`src/rtl/pwm_cfg_arbiter.sv`:
```
// PWM configuration register bank with a two-port arbitrated write path.
// Port 0 (SPI front-end) has priority; port 1 (sequencer) is forced through
// after STARVE_LIMIT consecutive port-0 grants while it is waiting.
module pwm_cfg_arbiter #(
    parameter int unsigned STARVE_LIMIT = 4,
    parameter int unsigned ADDR_W       = 7
) (
    input  logic              clk,
    input  logic              rst_n,
    input  logic              req0_valid,
    input  logic [ADDR_W-1:0] req0_addr,
    input  logic [7:0]        req0_data,
    output logic              req0_ready,
    input  logic              req1_valid,
    input  logic [ADDR_W-1:0] req1_addr,
    input  logic [7:0]        req1_data,
    output logic              req1_ready,
    output logic [7:0]        en_reg_out_7_0,
    output logic [7:0]        en_reg_out_15_8,
    output logic [7:0]        en_reg_pwm_7_0,
    output logic [7:0]        en_reg_pwm_15_8,
    output logic [7:0]        pwm_duty_cycle,
    output logic              wr_done,
    output logic              wr_src,
    output logic              addr_err
);

    localparam int unsigned DATA_W   = 8;
    localparam int unsigned NUM_REGS = 5;
    localparam int unsigned CNT_W    = (STARVE_LIMIT < 1) ? 1 : $clog2(STARVE_LIMIT + 1);

    localparam logic [ADDR_W-1:0] ADDR_OUT_LO  = ADDR_W'(0);
    localparam logic [ADDR_W-1:0] ADDR_OUT_HI  = ADDR_W'(1);
    localparam logic [ADDR_W-1:0] ADDR_PWM_LO  = ADDR_W'(2);
    localparam logic [ADDR_W-1:0] ADDR_PWM_HI  = ADDR_W'(3);
    localparam logic [ADDR_W-1:0] ADDR_DUTY    = ADDR_W'(4);
    localparam logic [ADDR_W-1:0] ADDR_LAST    = ADDR_W'(NUM_REGS - 1);

    typedef enum logic [1:0] {
        IDLE = 2'd0,
        ACK0 = 2'd1,
        ACK1 = 2'd2
    } state_t;

    state_t             state_q;
    state_t             state_d;
    logic [CNT_W-1:0]   starve_q;
    logic [CNT_W-1:0]   starve_d;
    logic               below_limit;
    logic               wr_en;
    logic               wr_port;
    logic [ADDR_W-1:0]  wr_addr;
    logic [DATA_W-1:0]  wr_data;

    assign below_limit = (32'(starve_q) < STARVE_LIMIT);

    // State and starvation counter registers
    always_ff @(posedge clk or negedge rst_n) begin
        if (!rst_n) begin
            state_q  <= IDLE;
            starve_q <= '0;
        end else begin
            state_q  <= state_d;
            starve_q <= starve_d;
        end
    end

    // Arbitration: next state and next starvation count
    always_comb begin
        state_d  = state_q;
        starve_d = starve_q;
        unique case (state_q)
            IDLE: begin
                if (!req1_valid) begin
                    starve_d = '0;
                end
                if (req0_valid && (!req1_valid || below_limit)) begin
                    state_d = ACK0;
                    // port 0 only wins a tie while below the limit, so no overflow
                    if (req1_valid) begin
                        starve_d = starve_q + CNT_W'(1);
                    end
                end else if (req1_valid) begin
                    state_d  = ACK1;
                    starve_d = '0;
                end
            end
            ACK0:    state_d = IDLE;
            ACK1:    state_d = IDLE;
            default: state_d = IDLE;
        endcase
    end

    // Ready pulses follow the granted state; one port at a time by construction
    always_ff @(posedge clk or negedge rst_n) begin
        if (!rst_n) begin
            req0_ready <= 1'b0;
            req1_ready <= 1'b0;
        end else begin
            req0_ready <= (state_d == ACK0);
            req1_ready <= (state_d == ACK1);
        end
    end

    // Requesters hold addr/data until ready, so the live inputs are the sampled ones
    assign wr_en   = (state_q == ACK0) || (state_q == ACK1);
    assign wr_port = (state_q == ACK1);
    assign wr_addr = wr_port ? req1_addr : req0_addr;
    assign wr_data = wr_port ? req1_data : req0_data;

    // Register bank write at the end of the ACK cycle
    always_ff @(posedge clk or negedge rst_n) begin
        if (!rst_n) begin
            en_reg_out_7_0  <= '0;
            en_reg_out_15_8 <= '0;
            en_reg_pwm_7_0  <= '0;
            en_reg_pwm_15_8 <= '0;
            pwm_duty_cycle  <= '0;
        end else if (wr_en) begin
            case (wr_addr)
                ADDR_OUT_LO: en_reg_out_7_0  <= wr_data;
                ADDR_OUT_HI: en_reg_out_15_8 <= wr_data;
                ADDR_PWM_LO: en_reg_pwm_7_0  <= wr_data;
                ADDR_PWM_HI: en_reg_pwm_15_8 <= wr_data;
                ADDR_DUTY:   pwm_duty_cycle  <= wr_data;
                default:     ;
            endcase
        end
    end

    // Write status, aligned with the new register value
    always_ff @(posedge clk or negedge rst_n) begin
        if (!rst_n) begin
            wr_done  <= 1'b0;
            wr_src   <= 1'b0;
            addr_err <= 1'b0;
        end else begin
            wr_done  <= wr_en;
            addr_err <= wr_en && (wr_addr > ADDR_LAST);
            if (wr_en) begin
                wr_src <= wr_port;
            end
        end
    end

endmodule
```
`config.mk`:
```
export PLATFORM = sky130hd
export DESIGN_NAME = pwm_cfg_arbiter
export DESIGN_NICKNAME = d
export VERILOG_FILES = /design/src/rtl/pwm_cfg_arbiter.sv
export SDC_FILE = /design/constraint.sdc
export NUM_CORES = 1
export LEC_CHECK = 0
export CAP_MARGIN = 20
export CORE_MARGIN = 2
export CORE_UTILIZATION = 40
export CTS_CLUSTER_SIZE = 16
export DETAILED_ROUTE_END_ITERATION = 12
export GPL_TIMING_DRIVEN = 0
export MAX_ROUTING_LAYER = met4
export PLACE_DENSITY = 0.72
export SETUP_SLACK_MARGIN = 0.2
export SLEW_MARGIN = 20
export SYNTH_ARGS = -nofsm -noshare
export SYNTH_HDL_FRONTEND = slang
export SYNTH_SLANG_ARGS = --single-unit
```
`constraint.sdc`:
```
create_clock -name clk -period 2.3 [get_ports clk]
set_clock_uncertainty 0.2 [all_clocks]
set_input_delay 0.345 -clock clk [delete_from_list [all_inputs] [get_ports clk]]
set_output_delay 0.345 -clock clk [all_outputs]
set_load 0.01 [all_outputs]
```
# After elaboration in Yosys (flattened, before gate mapping)
# Cells that the tools add are included.
# totals
out_inout_bits,45
register_bits,50
romBits,0
elab_cells,42
ram_bits,0
latch_bits,0
input_bits,34
mem_count,0
# op_classes
add_sub_neg,1
eq_ne,8
n_mul,0
n_reduce_logical,12
n_div,0
bitwise_logic,0
shift,0
n_mux,7
n_lt_le_gt_ge,2
# op_table
cell,n
"7-bit by 2-bit == test with 1-bit output, second input constant",2
2-bit AND reduction,5
8-bit 2-to-1 mux,1
"7-bit by 1-bit == test with 1-bit output, second input constant",1
"7-bit by 3-bit == test with 1-bit output, second input constant",1
"7-bit by 3-bit > comparator with 1-bit output, second input constant",1
7-bit logical NOT,1
7-bit 2-to-1 mux,1
2-bit 2-to-1 mux,3
3-bit 2-to-1 mux,2
"2-bit by 1-bit == test with 1-bit output, second input constant",2
"2-bit == test, second input constant",2
"3-bit by 1-bit adder with 3-bit output, second input constant",1
"3-bit < comparator, second input constant",1
1-bit logical AND,2
2-bit logical NOT,1
1-bit logical OR,2
1-bit logical NOT,1

# Logic depth before layout (Yosys ltp)
# logic_depth
ltp_word,6
depth_mapped,8
ltp_nobuf,6

# Worst setup path after synthesis
# OpenSTA, ideal clock, no wires.
# synth_path
path_kind,flip-flop to flip-flop
from,register state_q[0]
to,register pwm_duty_cycle[0]
synth_period_minus_slack_ns,2.319
path_stages_with_launch,9
setup_ns,0.125
required_time_ns,1.975
setup_slack_ns,-0.019
t_arrival_ns,1.995
path_buffers,2
path_cell_list,dfrtp_1 > inv_1 > ha_1 > buf_6 > buf_2 > nor3b_1 > o22ai_1 > nor3b_2 > mux2_2
# synth_via
elab_chain_len,4
word_cells_on_any_way,7
cone_classes,eq/ne (3); mux (2); reduce/logical (2)
# synth_rtl
element,line_no,text
start: declaration,45,state_t state_q;
start signal: assignment,63,state_q <= state_d;
2-bit == test *,107,assign wr_port = (state_q == ACK1);
net wr_port,51,logic wr_port;
7-bit 2-to-1 mux,108,assign wr_addr = wr_port ? req1_addr : req0_addr;
7-bit by 3-bit == test with 1-bit output,120,case (wr_addr)
2-bit AND reduction (no source line),--,
end signal: assignment,125,ADDR_DUTY: pwm_duty_cycle <= wr_data;
end: declaration,22,"output logic [7:0] pwm_duty_cycle,"
# The timed path passes the listed nets; every way through them passes the cells marked *.
# A chain may end at the register's enable or synchronous reset.

# Worst setup path in the final report
# layout_path
from,register state_q[0]
to,register en_reg_out_15_8[3]
# layout_via
elab_chain_len,4
word_cells_on_any_way,7
cone_classes,eq/ne (3); mux (2); reduce/logical (2)
# layout_rtl
element,line_no,text
2-bit == test *,107,
net wr_port,51,
7-bit 2-to-1 mux,108,
7-bit by 1-bit == test with 1-bit output,120,
2-bit AND reduction (no source line),--,
end signal: assignment,122,ADDR_OUT_HI: en_reg_out_15_8 <= wr_data;
end: declaration,19,"output logic [7:0] en_reg_out_15_8,"
# Marks and branches as above.

==> flow_metrics.tcl <==
set metrics [dict create \
    status "finished, final reports clean" \
    vias 1598 \
    drt-total-wl_um 5582 \
    area_growth_pct 62.46 \
    nFillCells 405 \
    hp-class "flip-flop to flip-flop" \
    drt_iter0_drc 45 \
    grt-busiest-layer "met2" \
    setup_ws_ns 0.01776 \
    antenna_cells 0 \
    seqPwrFrac 0.437 \
    tightest_slew_ns 0.6526 \
    cap_viol_max_count 0 \
    p_sw_uw 732.1 \
    peakVddDrop_v 0.0004881 \
    grt_overflow 0 \
    leakagePower_uw 0.001613 \
    drt_first_pass_iters 4 \
    fp.coreArea_sq_um 5439 \
    grt_max_degree 28 \
    critPathCaptureType "flip-flop" \
    mostFrequentLayoutCells "77 x clkdlybuf4s50_1, 49 x dfrtp_1, 27 x mux2_4" \
    max_stage_delay_ns 0.40 \
    dpl-instance-area_sq_um 3113 \
    intPower_uw 1854 \
    nNetsFinal 292 \
    gp_congestion 0.8019 \
    antenna_left 0 \
    start_kind "flip-flop" \
    final_cell_area_sq_um 3606 \
    powerDensity_nw_per_um2 717.0 \
    grt_pass1_vias 1713 \
    grt.total_usage 0.1882 \
    p_sw_frac 0.2832 \
    wl_per_cell_um 17.07 \
    combPwrFrac 0.373 \
    synth_nets 186 \
    root_buffer "clkbuf_8" \
    clock_sinks 50 \
    cpMostUsedCell "mux2_4" \
    path_buf_inv 3 \
    die_area_sq_um 6161 \
    synth_seq_cells 50 \
    dp_hpwl_um 3490 \
    final_layout_size_suffix_gt1_frac 0.3961 \
    crit_required_ns 2.29 \
    path_delay_family "multiplexers" \
    grtUsageMet1 0.2608 \
    cts_buffer_depth 2 \
    critPathKind "flip-flop to flip-flop" \
    die_h_um 78.49 \
    fmax_ghz 0.4382 \
    ios 79 \
    antenna_found_initial 0 \
    syn-cell-area_sq_um 2220 \
    port-buffer-count 78 \
    ys.warnings.count 0 \
    worstPathCellList "inv_2 -> ha_4 -> buf_6 -> mux2_4 -> nand2b_4 -> nor4b_4 -> buf_4 -> mux2_4" \
    setup_viol 0 \
    ys_seq_area_frac 0.5637 \
    critPathMaxFanout 5 \
    clkLatencyLatePin_ns 0.29 \
    rsz0062_at_grt "yes" \
    synth_cell_type_count 30 \
    cts_tree "done" \
    die_w_um 78.49 \
    min_period_ns 2.282 \
    cts_max_level 2 \
    grt_use_met2 0.2776 \
    use_met3 0.04828 \
    final_common_cell "clkdlybuf4s50_1" \
    relSlewSlack 0.5649 \
    critPathArrivalTime_ns 2.27 \
    postSynthAreaPerCell_sq_um 14.90 \
    start_util 0.4081 \
    slew_viol_final 0 \
    hold_viol 0 \
    synthCells 149 \
    rows 27 \
    grt_pass1_wl_um 8707 \
    path_clk_slew_ns 0.09 \
    post-route-period-util 0.9923 \
    cp_slowest_cell "dfrtp_1" \
    drc_errors 0 \
    numCtsBuffers 5 \
    post-place-ws_ns -0.5830 \
    via_per_inst 4.887 \
    clkPwrFrac 0.189 \
]
==> final timing paths <==
check | from | endpoint | slack (ns) | depth (start not counted)
max in group asynchronous | rst_n | state_q[1]$_DFF_PN0_ | 0.94 | 3
min in group asynchronous | rst_n | en_reg_out_7_0[4]$_DFFE_PN0P_ | 0.40 | 2
worst max-delay path | state_q[0]$_DFF_PN0_ | en_reg_out_15_8[3]$_DFFE_PN0P_ | 0.02 | 8
worst min register to register | starve_q[0]$_DFFE_PN0N_ | starve_q[0]$_DFFE_PN0N_ | 0.29 | 1
worst max register to register | state_q[0]$_DFF_PN0_ | en_reg_out_15_8[3]$_DFFE_PN0P_ | 0.02 | 8
worst min-delay path | starve_q[0]$_DFFE_PN0N_ | starve_q[0]$_DFFE_PN0N_ | 0.29 | 1
==> final cells by class <==
| class | count | area, sq um | share of cell area |
|---|---|---|---|
| Tap cell | 72 | 90.09 | 0.02498 |
| Inverter | 4 | 15.01 | 0.004164 |
| Clock inverter | 2 | 15.01 | 0.004164 |
| Clock buffer | 5 | 68.82 | 0.01908 |
| Buffer | 2 | 31.28 | 0.008675 |
| Sequential cell | 50 | 1252 | 0.3473 |
| Timing Repair Buffer | 99 | 991.0 | 0.2748 |
| Multi-Input combinational cell | 93 | 1142 | 0.3168 |
==> sequential cells by signal, indices dropped and copies added (netlist names) <==
name	cells
addr_err	1
en_reg_out_15_8	8
en_reg_out_7_0	8
en_reg_pwm_15_8	8
en_reg_pwm_7_0	8
pwm_duty_cycle	8
req0_ready	1
req1_ready	1
starve_q	3
state_q	2
wr_done	1
wr_src	1
==> synthesized netlist by cell type (all sizes together) <==
master | number | area [sq um]
nor3 | 3 | 20.02
nor2 | 4 | 17.52
nor4b | 4 | 86.33
nand2b | 4 | 25.02
o21ai | 4 | 20.02
buf | 2 | 16.26
nand2 | 2 | 7.510
nor3b | 3 | 27.52
and3b | 1 | 8.760
nand3 | 3 | 15.01
inv | 4 | 15.01
a21boi | 1 | 7.510
ha | 3 | 37.54
and3 | 1 | 6.260
nor4 | 1 | 21.27
o22ai | 1 | 6.260
mux2i | 1 | 10.01
nor2b | 2 | 12.51
and2 | 2 | 12.51
mux2 | 51 | 581.8
a21oi | 2 | 13.76
dfrtp | 50 | 1251
==> metrics by stage <==
stage	utilization	std cells	power [uW]	TNS (ns)	hold WS, ns
2_1_floorplan	-	149	1496	-0.3846	-0.1506
3_3_place_gp	0.5682	299	1930	-53.29	0.2703
3_5_place_dp	0.5723	300	1953	-16.56	0.2122
4_1_cts	0.6427	324	2537	0	0.2946
5_1_grt	0.6630	327	2724	-1.645	0.3228
6_report	0.6630	327	2586	0	0.2910
==> cells by family (layout without fill, tap and decap cells) <==
| kind of cell | after synthesis | after routing | share of synthesized area |
|---|---|---|---|
| mux | 52 | 52 | 0.2666 |
| compound gates | 8 | 8 | 0.02142 |
| simple gates | 30 | 30 | 0.1172 |
| flops | 50 | 50 | 0.5637 |
| fa+ha+maj | 3 | 3 | 0.01691 |
| buf+inv | 6 | 112 | 0.01409 |
==> routing by layer <==
layer / wire length (um) / up-vias
met3: 332 / 6
met1: 2585 / 795
met5: 0 / -
met2: 2611 / 56
met4: 52 / 0
li1: - / 741
==> what timing repair did <==
action / 4_1_cts / 5_1_grt
hold buffers: 1 / 0
buffers inserted: 15 / 3
endpoints found under the hold margin: 26 / 0
resized for setup: 35 / 22
gates cloned: 1 / 0
pin swaps: 9 / 8
setup endpoints to repair: 40 / 40
==> power by group through the flow <==
stage          clock [uW]  combinational, uW  sequential [uW]
2_1_floorplan           0                288             1210
3_3_place_gp            0                793             1140
3_5_place_dp            0                810             1140
4_1_cts               497                910             1130
5_1_grt               539               1030             1160
6_report              489                965             1130
Power figures use the tool's default switching activity.
